File: src/rtl/accum_seq.sv
// Sequenced accumulator that sums or subtracts a counted burst of operands.
// Each result is held on a ready/valid output until the consumer takes it.
//   state | meaning
//   IDLE  | waiting for start; result of the previous job still on out_data
//   FIRST | waiting for the first operand, which loads acc
//   ACC   | accumulating the remaining operands
//   DONE  | result valid, waiting for out_ready
module accum_seq #(
  parameter int bit_width = 16,
  parameter int cnt_width = 8
) (
  input  logic                 clk,
  input  logic                 rst,
  input  logic                 start,
  input  logic [cnt_width-1:0] len,
  input  logic                 in_valid,
  input  logic [bit_width-1:0] in_data,
  input  logic                 in_sub,
  output logic                 in_ready,
  output logic                 busy,
  output logic                 out_valid,
  input  logic                 out_ready,
  output logic [bit_width-1:0] out_data
);

  typedef enum logic [1:0] {IDLE, FIRST, ACC, DONE} state_t;

  state_t               state_q;
  logic [bit_width-1:0] acc_q, acc_d, operand;
  logic [cnt_width-1:0] rem_q;
  logic                 in_ready_q, busy_q, out_valid_q;

  // Subtraction is ~x + 1; in FIRST the base is zero, so a subtracted first operand gives 0 - x.
  always_comb begin
    operand = in_sub ? ~in_data : in_data;
    acc_d   = ((state_q == FIRST) ? '0 : acc_q) + operand
              + {{(bit_width-1){1'b0}}, in_sub};
  end

  always_ff @(posedge clk or posedge rst) begin
    if (rst) begin
      state_q     <= IDLE;
      acc_q       <= '0;
      rem_q       <= '0;
      in_ready_q  <= 1'b0;
      busy_q      <= 1'b0;
      out_valid_q <= 1'b0;
    end else begin
      case (state_q)
        IDLE: begin
          if (start) begin
            rem_q  <= len;
            busy_q <= 1'b1;
            if (len != '0) begin
              state_q    <= FIRST;
              in_ready_q <= 1'b1;
            end else begin
              state_q     <= DONE;
              acc_q       <= '0;
              out_valid_q <= 1'b1;
            end
          end
        end
        FIRST, ACC: begin
          if (in_valid) begin
            acc_q <= acc_d;
            rem_q <= rem_q - 1'b1;
            if (rem_q == {{(cnt_width-1){1'b0}}, 1'b1}) begin
              state_q     <= DONE;
              in_ready_q  <= 1'b0;
              out_valid_q <= 1'b1;
            end else begin
              state_q <= ACC;
            end
          end
        end
        DONE: begin
          if (out_ready) begin
            state_q     <= IDLE;
            out_valid_q <= 1'b0;
            busy_q      <= 1'b0;
          end
        end
        default: state_q <= IDLE;
      endcase
    end
  end

  assign in_ready  = in_ready_q;
  assign busy      = busy_q;
  assign out_valid = out_valid_q;
  assign out_data  = acc_q;

endmodule

File: config.mk
export PLATFORM = sky130hd
export DESIGN_NAME = accum_seq
export DESIGN_NICKNAME = d
export VERILOG_FILES = /design/src/rtl/accum_seq.sv
export SDC_FILE = /design/constraint.sdc
export NUM_CORES = 1
export LEC_CHECK = 0
export CORE_MARGIN = 2
export CORE_UTILIZATION = 56
export DETAILED_ROUTE_END_ITERATION = 8
export GPL_TIMING_DRIVEN = 0
export MAX_ROUTING_LAYER = met4
export PLACE_DENSITY_LB_ADDON = 0.25
export SLEW_MARGIN = 0
export SYNTH_ARGS = -nofsm -noshare
export SYNTH_HDL_FRONTEND = slang
export SYNTH_SLANG_ARGS = --single-unit
File: constraint.sdc
create_clock -name clk -period 6.99 [get_ports clk]
set_input_delay 1.0485 -clock clk [delete_from_list [all_inputs] [get_ports clk]]
set_output_delay 1.0485 -clock clk [all_outputs]
set_load 0.02 [all_outputs]
==> impl_metrics.xml <==
<?xml version="1.0" encoding="UTF-8"?>
<metrics>
  <group name="power">
    <metric name="power.share.clock" unit="%">10.4</metric>
    <metric name="power.sequential.fraction" unit="%">22.8</metric>
    <metric name="power" unit="mW">1.33</metric>
    <metric name="switching_share" unit="%">49.7</metric>
    <metric name="power.density_cell_area" unit="nW/um^2">453</metric>
    <metric name="irDropWorstVdd" unit="mV">0.310</metric>
    <metric name="comb_power_share" unit="%">66.8</metric>
    <metric name="cell_internal_pwr" unit="mW">0.671</metric>
    <metric name="power.net_switching" unit="mW">0.662</metric>
    <metric name="power.leakage" unit="nW">1.31</metric>
  </group>
  <group name="detailed_routing">
    <metric name="final_antenna_net_count" unit="">0</metric>
    <metric name="drt-initial-drc-count" unit="">108</metric>
    <metric name="vias_per_instance" unit="">5.72</metric>
    <metric name="detailroute.via_count" unit="">2202</metric>
    <metric name="finalWirelength" unit="um">5630</metric>
    <metric name="detail_route.wl_per_cell" unit="um">14.6</metric>
    <metric name="post_route_drc_violation_count" unit="">0</metric>
    <metric name="first_pass_iters" unit="">5</metric>
  </group>
  <group name="floorplan">
    <metric name="placement_rows" unit="">23</metric>
    <metric name="core_area" unit="sq um">4000</metric>
    <metric name="initial_core_utilization" unit="%">58.2</metric>
    <metric name="design.die.area" unit="sq um">4690</metric>
    <metric name="ioPinCount" unit="">49</metric>
    <metric name="x_dimension_of_the_die" unit="um">68.5</metric>
    <metric name="die_height" unit="um">68.5</metric>
  </group>
  <group name="sta">
    <metric name="min_period" unit="ns">3.42</metric>
    <metric name="maxClockFrequency" unit="GHz">0.293</metric>
    <metric name="setup-violations-final" unit="">0</metric>
    <metric name="skew" unit="ns">0.00314</metric>
    <metric name="post-route-worst-setup-slack" unit="ns">3.57</metric>
    <metric name="hold-worst-slack" unit="ns">0.484</metric>
    <metric name="worst_slew_pin_slew" unit="ns">1.14</metric>
    <metric name="rsz0062_at_grt" unit="">false</metric>
    <metric name="maxSlewHeadroom" unit="%">24.2</metric>
    <metric name="totalNegativeSetupSlack" unit="ns">0</metric>
    <metric name="final_hold_viol_count" unit="">0</metric>
    <metric name="final_count_of_pins_violating_max_slew" unit="">0</metric>
    <metric name="timing.final.crit_share" unit="%">48.9</metric>
  </group>
  <group name="clock_network">
    <metric name="htree_num_levels" unit="">2</metric>
    <metric name="numCtsBuffers" unit="">5</metric>
    <metric name="cts_setup_buffers" unit="">0</metric>
    <metric name="postCtsHoldBufs" unit="">0</metric>
    <metric name="clk_pin_slew_worst_paths" unit="ns">0.06</metric>
    <metric name="tritoncts" unit="">built</metric>
    <metric name="clk_path_buf_depth" unit="">2</metric>
    <metric name="clock_tree.root_cell" unit="">clkbuf_8</metric>
    <metric name="post_cts.resized_instances" unit="">0</metric>
    <metric name="clkLatencyLatePin" unit="ns">0.29</metric>
    <metric name="clock_sinks" unit="">29</metric>
  </group>
  <group name="logic_synthesis">
    <metric name="postSynthAreaPerCell" unit="sq um">8.32</metric>
    <metric name="main_combinational_cell_family_by_area_after_synthesis" unit="">compound AO/OA/AOI/OAI gates</metric>
    <metric name="most_used_flip_flop_cell_after_synthesis" unit="">dfrtp_1</metric>
    <metric name="synth_compound_gate_area_share" unit="%">22.7</metric>
    <metric name="yosys_register_bits" unit="">29</metric>
    <metric name="yosys-mux-area-fraction" unit="%">0.859</metric>
    <metric name="netlist_instances" unit="">280</metric>
    <metric name="synth_fa_ha_area_share" unit="%">11.1</metric>
    <metric name="ys_types" unit="">44</metric>
    <metric name="synth.yosys.warnings" unit="">0</metric>
    <metric name="synth.net_count" unit="">330</metric>
    <metric name="async_flop_share" unit="%">100</metric>
    <metric name="number_of_synthesized_flops_with_an_enable_pin" unit="">0</metric>
    <metric name="ys_seq_area_share" unit="%">31.1</metric>
    <metric name="synthSimpleGateAreaFrac" unit="%">19.2</metric>
    <metric name="post_synth_instance_area" unit="sq um">2330</metric>
    <metric name="post_synth_xor_area_fraction" unit="%">10.9</metric>
  </group>
  <group name="min_path">
    <metric name="worstHoldPathCells" unit="">2</metric>
    <metric name="hold_path.class" unit="">register to register</metric>
    <metric name="min_from" unit="">out_valid</metric>
    <metric name="min_delay_worst_endpoint" unit="">out_valid</metric>
  </group>
  <group name="critical_path">
    <metric name="critPathRequiredTime" unit="ns">7.16</metric>
    <metric name="regToRegStartpoint" unit="">state_q[1]</metric>
    <metric name="slowest_stage" unit="">buf_1</metric>
    <metric name="crit_path_cell_trace" unit="">buf_4 &gt; buf_1 &gt; xor2_1 &gt; ha_1 &gt; nand2_1 &gt; o21ai_0 &gt; nor2_1 &gt; o21a_1 &gt; or2_4 &gt; o211a_1 &gt; xor2_1 &gt; o211ai_2</metric>
    <metric name="critical_path.max_fanout" unit="">10</metric>
    <metric name="crit_path_start_kind" unit="">input port</metric>
    <metric name="worstPathArrival" unit="ns">3.58</metric>
    <metric name="buf_inv_on_cp" unit="">2</metric>
    <metric name="critical_path.endpoint_type" unit="">register</metric>
    <metric name="critical-path-top-cell-by-count" unit="">xor2_1</metric>
    <metric name="cp_top_family" unit="">buffers and inverters</metric>
    <metric name="reg2reg_slack" unit="ns">3.92</metric>
    <metric name="critPathMaxStageDelay" unit="ns">0.54</metric>
    <metric name="rr_worst_depth" unit="">14</metric>
    <metric name="worstSetupPathType" unit="">input port to register</metric>
    <metric name="path_depth" unit="">12</metric>
    <metric name="critical_path.reg2reg.endpoint" unit="">out_data[15]</metric>
  </group>
  <group name="cells_and_area">
    <metric name="post-route-util" unit="%">73.6</metric>
    <metric name="post_route_cells_drive_above_1_share" unit="%">4.78</metric>
    <metric name="area_growth" unit="%">26.4</metric>
    <metric name="filler_free_cell_count_of_the_finished_design" unit="">385</metric>
    <metric name="layout.cell_area.non_filler" unit="sq um">2950</metric>
    <metric name="final_nets" unit="">384</metric>
    <metric name="n_antenna_cell" unit="">0</metric>
  </group>
  <group name="grt">
    <metric name="gr-usage-all-layers" unit="%">28.0</metric>
    <metric name="global_route_wire_length_before_repair" unit="um">9520</metric>
    <metric name="grt_max_degree" unit="">30</metric>
    <metric name="overflow" unit="">0</metric>
    <metric name="via_count_of_the_first_global_routing_pass" unit="">2161</metric>
    <metric name="initial_antenna_violation_count" unit="">0</metric>
  </group>
  <group name="place">
    <metric name="placement.io_buffers" unit="">47</metric>
    <metric name="placed_area" unit="sq um">2860</metric>
    <metric name="post-place-cells" unit="">377</metric>
    <metric name="detailed_place_hpwl" unit="um">4080</metric>
    <metric name="gpl.final_weighted_congestion" unit="">0.947</metric>
    <metric name="dp_slack" unit="ns">3.28</metric>
  </group>
  <group name="run_status">
    <metric name="run_status" unit="">complete, no violations</metric>
  </group>
  <group name="job">
    <metric name="timing.max_cap.violations" unit="">0</metric>
  </group>
</metrics>
## metal layers
layer  vias up  part of all wire [%]  global-route usage, %
met5         -                     0                      -
met4         0                   1.9                   10.5
met3        12                   4.0                   5.36
met2        61                    52                   48.3
met1      1039                    42                   32.0
li1       1090                     -                      -
## cells in the final DEF, fill, tap and decap left out, types with 10 or more instances in the layout
cell type        count
o21ai_0             27
nand2_1             36
inv_1               10
xor2_1              21
ha_1                19
dfrtp_1             29
a21oi_1             24
nor2_1              12
clkdlybuf4s50_1     47
nor2b_1             16
## Yosys cell counts (3+ instances only)
| library cell | instances | area [sq um] |
|---|---|---|
| a21o_1 | 7 | 52.6 |
| a21oi_1 | 24 | 120 |
| clkbuf_1 | 5 | 18.8 |
| dfrtp_1 | 29 | 726 |
| ha_1 | 19 | 238 |
| inv_1 | 10 | 37.5 |
| nand2_1 | 36 | 135 |
| nand3_1 | 8 | 40.0 |
| nor2_1 | 12 | 45.0 |
| nor2b_1 | 16 | 100 |
| nor3_1 | 4 | 20.0 |
| nor3b_1 | 3 | 22.5 |
| o21ai_0 | 27 | 135 |
| o21bai_1 | 3 | 22.5 |
| o22ai_1 | 7 | 43.8 |
| o31ai_1 | 7 | 52.6 |
| xnor2_1 | 8 | 70.1 |
| xor2_1 | 21 | 184 |
## power groups by stage
stage          clock network [mW]  logic (mW)  registers (mW)
2_1_floorplan                   0       0.589           0.338
3_3_place_gp                    0       0.849           0.301
3_5_place_dp                    0       0.877           0.305
4_1_cts                     0.138       0.884           0.304
5_1_grt                     0.145       0.997           0.316
6_report                    0.138       0.891           0.304
## worst register-to-register path, stage by stage, from the launching register on
cell and delay (ns):
dfrtp_1 0.39, inv_1 0.09, ha_1 0.17, buf_6 0.13, clkbuf_1 0.41, nor2b_1 0.11, ha_1 0.38, nand2_1 0.07
o21ai_0 0.23, nor2_1 0.08, o21a_1 0.12, or2_4 0.27, o211a_1 0.25, xor2_1 0.18, o211ai_2 0.09
## flip-flops by register name, summed over array words and instances (netlist names)
name	cells
state_q	2
in_ready	1
out_valid	1
busy	1
out_data	16
rem_q	8
## worst max path at each step
stage	from	end	slack, ns
3_5_place_dp	in_sub	out_data[15]	3.28
6_report	in_sub	out_data[15]	3.57
5_1_grt	in_data[0]	out_data[12]	3.38
3_3_place_gp	in_sub	out_data[15]	3.31
4_1_cts	in_sub	out_data[15]	3.57
2_1_floorplan	in_sub	out_data[15]	3.62
## layout make-up
class	count	area, sq um
tap	50	62.6
fill	351	1050
timing repair buffer	47	470
buffer	11	55.1
sequential	29	726
clock buffer	6	72.6
inverter	11	41.3
clock inverter	2	10.0
multi-input combinational	229	1510
## logic make-up (layout without fill, tap and decap cells)
logic type      count (synthesis)  in the layout
mux                             2              2
fa+ha+maj                      20             20
xor+xnor                       29             29
compound gates                 87             87
buf+inv                        22             77
flops                          29             29
simple gates                   91             91
No activity file was read; power rests on OpenSTA's default activity.
